==> config.mk <==
export PLATFORM = sky130hd
export DESIGN_NAME = fifo_guarded
export DESIGN_NICKNAME = d
export VERILOG_FILES = /design/src/rtl/fifo_guarded_pkg.sv /design/src/rtl/fifo_mem.sv /design/src/rtl/fifo_guarded.sv
export SDC_FILE = /design/constraint.sdc
export NUM_CORES = 1
export LEC_CHECK = 0
export ABC_CLOCK_PERIOD_IN_PS = 3600
export CORE_ASPECT_RATIO = 0.7
export CORE_MARGIN = 2
export CORE_UTILIZATION = 60
export CTS_BUF_LIST = sky130_fd_sc_hd__clkbuf_8
export CTS_CLUSTER_SIZE = 16
export DETAILED_ROUTE_END_ITERATION = 12
export HOLD_SLACK_MARGIN = 0.1
export PLACE_DENSITY = 0.88
export SYNTH_ARGS = -nofsm -noshare
export SYNTH_HDL_FRONTEND = slang
export SYNTH_SLANG_ARGS = --single-unit
==> constraint.sdc <==
create_clock -name clk -period 3.6 [get_ports clk]
set_input_delay 0.9 -clock clk [delete_from_list [all_inputs] [get_ports clk]]
set_output_delay 0.9 -clock clk [all_outputs]
set_load 0.1 [all_outputs]
==> src/rtl/fifo_guarded_pkg.sv <==
`default_nettype none
// ============================================================================
// fifo_guarded_pkg : status-flag record and its derivation from occupancy
// Revision: 1.0
// ============================================================================
package fifo_guarded_pkg;

  typedef struct packed {
    logic full;
    logic almost_full;
    logic empty;
    logic almost_empty;
  } status_t;

  localparam status_t c_STATUS_RST = '{full: 1'b0, almost_full: 1'b0,
                                       empty: 1'b1, almost_empty: 1'b1};

  function automatic status_t calc_status(input int unsigned cnt,
                                          input int unsigned depth,
                                          input int unsigned a_empty,
                                          input int unsigned a_full);
    status_t s;
    s.full         = (cnt == depth);
    s.almost_full  = (cnt >= depth - a_full);
    s.empty        = (cnt == 0);
    s.almost_empty = (cnt <= a_empty);
    return s;
  endfunction

endpackage
`default_nettype wire

==> src/rtl/fifo_mem.sv <==
`default_nettype none
// ============================================================================
// fifo_mem : WIDTH x DEPTH dual-port RAM, synchronous write, async read
// Revision: 1.0
// ============================================================================
module fifo_mem #(
  parameter int WIDTH = 16,
  parameter int DEPTH = 16,
  parameter int AW    = 4
) (
  input  logic             clk,
  input  logic             i_we,
  input  logic [AW-1:0]    i_waddr,
  input  logic [WIDTH-1:0] i_wdata,
  input  logic [AW-1:0]    i_raddr,
  output logic [WIDTH-1:0] o_rdata
);

  (* syn_ramstyle = "distributed_ram" *) logic [WIDTH-1:0] r_mem [DEPTH];

  always_ff @(posedge clk) begin
    if (i_we) r_mem[i_waddr] <= i_wdata;
  end

  assign o_rdata = r_mem[i_raddr];

endmodule
`default_nettype wire

==> src/rtl/fifo_guarded.sv <==
`default_nettype none
// ============================================================================
// fifo_guarded : single-clock FIFO with exact count/flags, sticky errors, FWFT
// Revision: 1.0
// ============================================================================
module fifo_guarded
  import fifo_guarded_pkg::*;
#(
  parameter int WIDTH   = 16,
  parameter int DEPTH   = 16,
  parameter int A_EMPTY = 2,
  parameter int A_FULL  = 2,
  parameter int FWFT    = 1
) (
  input  logic                     clk,
  input  logic                     rst,
  input  logic                     re,
  input  logic                     we,
  input  logic                     clr_err,
  input  logic [WIDTH-1:0]         dataIn,
  output logic [WIDTH-1:0]         dataOut,
  output logic                     rvalid,
  output logic [$clog2(DEPTH):0]   count,
  output logic                     full_flag,
  output logic                     almost_full,
  output logic                     empty_flag,
  output logic                     almost_empty,
  output logic                     overflow,
  output logic                     underflow
);

  localparam int c_AW = $clog2(DEPTH);

  generate
    if (WIDTH < 1 || DEPTH < 2 || (DEPTH & (DEPTH - 1)) != 0 ||
        A_EMPTY < 0 || A_EMPTY >= DEPTH || A_FULL < 0 || A_FULL >= DEPTH ||
        (FWFT != 0 && FWFT != 1)) begin : g_param_err
      $error("fifo_guarded: illegal parameter combination");
    end
  endgenerate

  logic [c_AW:0]      r_wr_ptr;
  logic [c_AW:0]      r_rd_ptr;
  logic [c_AW:0]      r_count;
  status_t            r_status;
  logic               r_ovf;
  logic               r_udf;

  logic               w_rd_ok;
  logic               w_wr_ok;
  logic [c_AW:0]      w_count_next;
  status_t            w_status_next;
  logic [WIDTH-1:0]   w_rdata;
  logic               w_unused_ptr_msb;

  assign w_rd_ok       = re && !r_status.empty;
  // A pop on a full FIFO frees the slot the same cycle, so the push is taken.
  assign w_wr_ok       = we && (!r_status.full || w_rd_ok);
  assign w_count_next  = r_count + {{c_AW{1'b0}}, w_wr_ok} - {{c_AW{1'b0}}, w_rd_ok};
  assign w_status_next = calc_status(32'(w_count_next), DEPTH, A_EMPTY, A_FULL);

  // Pointer MSBs only carry wrap parity; occupancy is tracked in r_count.
  assign w_unused_ptr_msb = r_wr_ptr[c_AW] ^ r_rd_ptr[c_AW];

  always_ff @(posedge clk) begin
    if (rst) begin
      r_wr_ptr <= '0;
      r_rd_ptr <= '0;
      r_count  <= '0;
      r_status <= c_STATUS_RST;
      r_ovf    <= 1'b0;
      r_udf    <= 1'b0;
    end else begin
      if (w_wr_ok) r_wr_ptr <= r_wr_ptr + 1'b1;
      if (w_rd_ok) r_rd_ptr <= r_rd_ptr + 1'b1;
      r_count  <= w_count_next;
      r_status <= w_status_next;

      if (we && !w_wr_ok)  r_ovf <= 1'b1;
      else if (clr_err)    r_ovf <= 1'b0;

      if (re && !w_rd_ok)  r_udf <= 1'b1;
      else if (clr_err)    r_udf <= 1'b0;
    end
  end

  fifo_mem #(
    .WIDTH (WIDTH),
    .DEPTH (DEPTH),
    .AW    (c_AW)
  ) u_mem (
    .clk     (clk),
    .i_we    (w_wr_ok && !rst),
    .i_waddr (r_wr_ptr[c_AW-1:0]),
    .i_wdata (dataIn),
    .i_raddr (r_rd_ptr[c_AW-1:0]),
    .o_rdata (w_rdata)
  );

  generate
    if (FWFT != 0) begin : g_fwft
      assign dataOut = w_rdata;
      assign rvalid  = !r_status.empty;
    end else begin : g_reg_read
      logic [WIDTH-1:0] r_dout;
      logic             r_rvalid;

      always_ff @(posedge clk) begin
        if (rst) begin
          r_dout   <= '0;
          r_rvalid <= 1'b0;
        end else begin
          r_rvalid <= w_rd_ok;
          if (w_rd_ok) r_dout <= w_rdata;
        end
      end

      assign dataOut = r_dout;
      assign rvalid  = r_rvalid;
    end
  endgenerate

  assign count        = r_count;
  assign full_flag    = r_status.full;
  assign almost_full  = r_status.almost_full;
  assign empty_flag   = r_status.empty;
  assign almost_empty = r_status.almost_empty;
  assign overflow     = r_ovf;
  assign underflow    = r_udf;

`ifdef FORMAL
  localparam logic [c_AW:0] c_DEPTH_CNT = DEPTH[c_AW:0];
  localparam logic [c_AW:0] c_AE_CNT    = A_EMPTY[c_AW:0];
  localparam logic [c_AW:0] c_AF_CNT    = c_AW'(DEPTH - A_FULL);
  logic r_seen_rst = 1'b0;

  always_ff @(posedge clk) begin
    if (rst) r_seen_rst <= 1'b1;
  end

  a_count_ptr: assert property (@(posedge clk) disable iff (rst || !r_seen_rst)
    r_count == r_wr_ptr - r_rd_ptr);
  a_count_max: assert property (@(posedge clk) disable iff (rst || !r_seen_rst)
    r_count <= c_DEPTH_CNT);
  a_flags: assert property (@(posedge clk) disable iff (rst || !r_seen_rst)
    (empty_flag == (r_count == '0)) && (full_flag == (r_count == c_DEPTH_CNT)) &&
    (almost_empty == (r_count <= c_AE_CNT)) && (almost_full == (r_count >= c_AF_CNT)));
  a_wr_step: assert property (@(posedge clk) disable iff (rst || !r_seen_rst)
    !$past(rst) |-> (r_wr_ptr == $past(r_wr_ptr)) || (r_wr_ptr == $past(r_wr_ptr) + 1'b1));
  a_rd_step: assert property (@(posedge clk) disable iff (rst || !r_seen_rst)
    !$past(rst) |-> (r_rd_ptr == $past(r_rd_ptr)) || (r_rd_ptr == $past(r_rd_ptr) + 1'b1));
`endif

endmodule
`default_nettype wire
* Word-level counts from Yosys, hierarchy flattened
Memories as Yosys holds them, arrays and structs flattened. A register that Yosys moved wholly into a read port is not among the register bits. Index checks and enable logic that the tools add are counted.
Cells by class: add/sub/neg operators 4, magnitude comparators 2, equal/unequal tests 1, multiplexer cells 7, reductions and logical operators 14
Operators by type and width (count):
- $add A5 B1 Y5 const B | 2
- $mux W4 | 2
- $add A5 B1 Y5 | 1
- $eq A5 B5 Y1 const B | 1
- $ge A5 B4 Y1 const B | 1
- $le A5 B2 Y1 const B | 1
- $logic_and A1 B1 Y1 | 5
- $logic_not A1 Y1 | 5
- $logic_not A5 Y1 | 1
- $mux W1 | 5
- $sub A5 B1 Y5 | 1
- $reduce_bool A2 Y1 | 2
- $logic_or A1 B1 Y1 | 1
Word-level totals: register bits after elaboration 21, memory bits (writable) 256, bits of input ports 21, output and inout port bits 28, word-level logic and storage cells 38, memories kept 1
Memory list:
- u_mem.r_mem | words 16, width 16, read ports 1, clocked after memory_dff 1, write ports 1, line fifo_mem.sv:19 | (* syn_ramstyle = "distributed_ram" *) logic [WIDTH-1:0] r_mem [DEPTH];

* Longest topological paths before layout
word-level depth 7, mapped depth 11, depth with buffers taken out 11

* By module
A second synthesis with hierarchy kept.
Unflattened totals: cells, all modules 508, area total of the unflattened synthesis 10590.2 um^2
Modules (own cells, without submodules):
- fifo_mem | instances 1, cells each 416, area each 9723.1 um^2, sequential area each 7687.4 um^2
- fifo_guarded | instances 1, cells each 92, area each 867.1 um^2, sequential area each 380.4 um^2

* Least setup slack after synthesis
No wires, ideal clock.
path type register to register, start point register r_status, in the netlist empty_flag, end point register r_status, in the netlist almost_full, setup time 0.071 ns, arrival time 3.283 ns, required time 3.529 ns, slack 0.246 ns, cell stages (with the launch flop) 11, path buffers 0, clock period less this slack 3.354 ns, cells stage by stage dfxtp_1 > nand2b_1 > a21boi_1 > inv_1 > ha_1 > inv_1 > ha_1 > fa_1 > xnor2_1 > or4b_2 > a21oi_1
Between the ends: cells in the longest elaborated chain, start to end 7
Ends and longest elaborated chain:
- start: declaration | line fifo_guarded.sv:45 | status_t r_status;
- start signal: assignment | line fifo_guarded.sv:70 | r_status <= c_STATUS_RST;
- start signal: assignment | line fifo_guarded.sv:77 | r_status <= w_status_next;
- $logic_not A1 Y1 (*) | line fifo_guarded.sv:56 | assign w_rd_ok = re && !r_status.empty;
- $logic_and A1 B1 Y1 (*) | line fifo_guarded.sv:56
- $logic_or A1 B1 Y1 | line fifo_guarded.sv:58 | assign w_wr_ok = we && (!r_status.full || w_rd_ok);
- $logic_and A1 B1 Y1 | line fifo_guarded.sv:58
- $add A5 B1 Y5 | line fifo_guarded.sv:59 | assign w_count_next = r_count + {{c_AW{1'b0}}, w_wr_ok} - {{c_AW{1'b0}}, w_rd_ok};
- $sub A5 B1 Y5 (*) | line fifo_guarded.sv:59
- $ge A5 B4 Y1 (*) | line fifo_guarded_pkg.sv:24 | s.almost_full = (cnt >= depth - a_full);
Mark *: on every way between the ends. The rest lies on a longest branch, timed or not. A chain may end at the register's enable or synchronous reset.

==> out/results.ini <==
[place]
gp_congestion=0.753
dpl.cell_count=774
place_hpwl_microns=12400
place_area_sq_mm=0.0119
portBuffers=48

[die]
dieArea_sq_mm=0.0192
initial_core_util_pct=60.8
coreArea_sq_mm=0.0179
ios=49
fp.dieW_microns=165
fp-row-count=41
die_h_microns=117

[global_route]
grt_overflow=0
grt_pass1_vias=5574
grt_use_total_pct=24.0
grt_max_degree=33
antenna_found_initial=0
grt_pass1_wl_microns=32500

[sta]
finClkSkew_ns=0.0318
min_period_ns=3.49
grt_setup_unrepaired=no
max_slew_margin_pct=34.6
finalSetupTns_ns=0
fin_crit_sh_pct=97.0
finalSetupViolCount=0
hold_viol=0
fmax_ghz=0.286
whs_ns=0.495
slew_violations=0
worstMarginPinSlew_ns=0.979

[worst_setup_path]
r2r_end=almost_full
critPathRequiredTime_ns=2.70
crit_type=register to output port
arrival_ns=2.59
startpoint_type=register
reg2reg_slack_ns=0.86
worst_r2r_path_depth=10
cp-end-kind=output port
r2r-start=empty_flag
worst-path-max-fanout=32

[flow_run]
cap_violations=0

[power]
peakVddDrop_mv=0.885
power_frac_seq_pct=47.3
power.internal_mw=5.45
power.density_mw_per_mm2=620
p_leak_nw=4.21
pwr-share-clk_pct=27.8
p_sw_mw=2.40
swShare_pct=30.6
combPwrFrac_pct=25.0

[final_layout]
drive_gt1_share_pct=24.1
diodes=0
area_growth_pct=16.6
design_area_sq_mm=0.0127
nets=613
utilization_pct=70.9
layout.cells.non_filler=842

[logic_synthesis]
synth_top_cell_area_share_pct=70.8
synth_nets=512
yosysSeqAreaShare_pct=75.1
synth_async_sr_flop_share_pct=0
yosysWarnings=0
synth_area_leaders=edfxtp_1 (71%), mux4_1 (9.4%), mux4_2 (8.5%)
syn_inst=480
synth_edf_count=256
syn_avg_cell_area_sq_um=22.6
synth_area_leader_cell=edfxtp_1
ys.flop_type=edfxtp_1
yosys_register_bits=279
synth_area_sq_mm=0.0109
synth_cell_type_count=37

[drt]
drt-initial-drc-count=644
drc=0
routedWlPerCell_microns=26.0
ant_nets=0
dr_total_vias=5208
vias_per_cell=6.19
wirelength_microns=21900
drt_first_pass_iters=5

[clock_tree]
cts_made_buffers=40
path_clk_slew_ns=0.06
clockBufferDepth=3
cts-root-buf=clkbuf_8
cts_tree=done
clock_latency_ns=0.53
cts_num_sinks=279
htree_levels=2

[hold_path]
whs_path_depth=2
min_from=r_rd_ptr[1]
hold_path.class=register to register

[outcome]
status=complete, no violations

cell families after synthesis:
| family | Yosys count | share of synthesized area (%) |
|---|---|---|
| buf+inv | 34 | 1.80 |
| mux | 81 | 18.0 |
| xor+xnor | 9 | 0.726 |
| simple gates | 53 | 2.19 |
| fa+ha+maj | 11 | 1.34 |
| compound gates | 13 | 0.842 |
| flops | 279 | 75.1 |
worst max-delay path, stage by stage, from the launching register on:
cell	delay, ns
dfxtp_4	0.42
buf_16	0.26
mux4_1	0.62
mux4_2	0.56
buf_12	0.20
power by group through the flow:
stage	Combinational [mW]	Clock [mW]	Sequential [mW]
final	1.96	2.18	3.71
after global routing	2.06	2.37	3.71
after CTS	1.97	2.22	3.71
after detailed placement	1.94	0	3.77
after global placement	1.86	0	3.76
after floorplan	1.09	0	4.06
cells in the final DEF (no fill, tap or decap), types with 2 or more instances in the layout:
master / Yosys / routed
clkinvlp_4: 0 / 2
nor2b_1: 2 / 2
edfxtp_1: 256 / 256
clkinv_1: 1 / 7
xnor2_1: 4 / 4
buf_4: 0 / 32
xor2_1: 5 / 5
a41o_1: 2 / 2
a21oi_1: 5 / 5
mux4_2: 41 / 41
clkbuf_8: 0 / 42
o211ai_1: 2 / 2
and3_1: 2 / 2
buf_16: 0 / 2
nand3_1: 2 / 2
buf_12: 1 / 21
clkdlybuf4s50_1: 0 / 24
dfxtp_1: 23 / 21
nand2_1: 9 / 9
inv_1: 13 / 28
mux4_1: 39 / 39
ha_1: 10 / 10
nor2_1: 31 / 31
per-layer routing:
| layer | track usage [%] | routed length [microns] | up-vias |
|---|---|---|---|
| met5 | 0 | 0 | - |
| met4 | 4.93 | 216 | 0 |
| met3 | 5.61 | 1980 | 28 |
| met2 | 39.6 | 10700 | 258 |
| met1 | 33.8 | 8990 | 2698 |
| li1 | - | - | 2224 |
repair_timing:
action,in CTS,in global routing
hold buffers,0,0
buffers inserted,0,0
gates resized for setup,2,0
endpoints found under the setup margin,10,0
layout make-up:
class,count,area [sq um]
timing repair buffer,79,956
tap,236,295
clock inverter,25,108
multi-input combinational,167,2510
fill,1005,5200
sequential,279,8150
clock buffer,42,578
inverter,14,52.6
synth_stat cells, types with 4 or more instances:
master / n
xor2_1: 5
a21oi_1: 5
buf_1: 7
ha_1: 10
edfxtp_1: 256
dfxtp_1: 23
mux4_2: 41
clkbuf_1: 4
nand2_1: 9
inv_1: 13
nor2_1: 31
xnor2_1: 4
buf_6: 5
mux4_1: 39
state kept, by name, summed over array words and instances (netlist names), named ones only:
signal        cells
underflow         1
full_flag         1
r_wr_ptr          4
u_mem.r_mem     256
almost_full       1
overflow          1
almost_empty      1
count             5
empty_flag        1
r_rd_ptr          4
worst max path at each step:
stage / start / endpoint / slack, ns / depth (start not counted)
floorplan: empty_flag / almost_full / 0.25 / 10
global placement: re / almost_full / 0.008 / 11
detailed placement: re / almost_full / -0.11 / 11
CTS: register / dataOut[4] / 0.07 / 4
global route: register / dataOut[4] / 0.04 / 4
finish: register / dataOut[14] / 0.11 / 4
stage by stage:
stage	power [mW]	setup slack, ns
after floorplan	5.15	0.246
after detailed placement	5.71	-0.106
after global routing	8.15	0.0445
after global placement	5.62	0.00846
after CTS	7.90	0.0689
final	7.85	0.106
(Power assumes the default switching activity.)
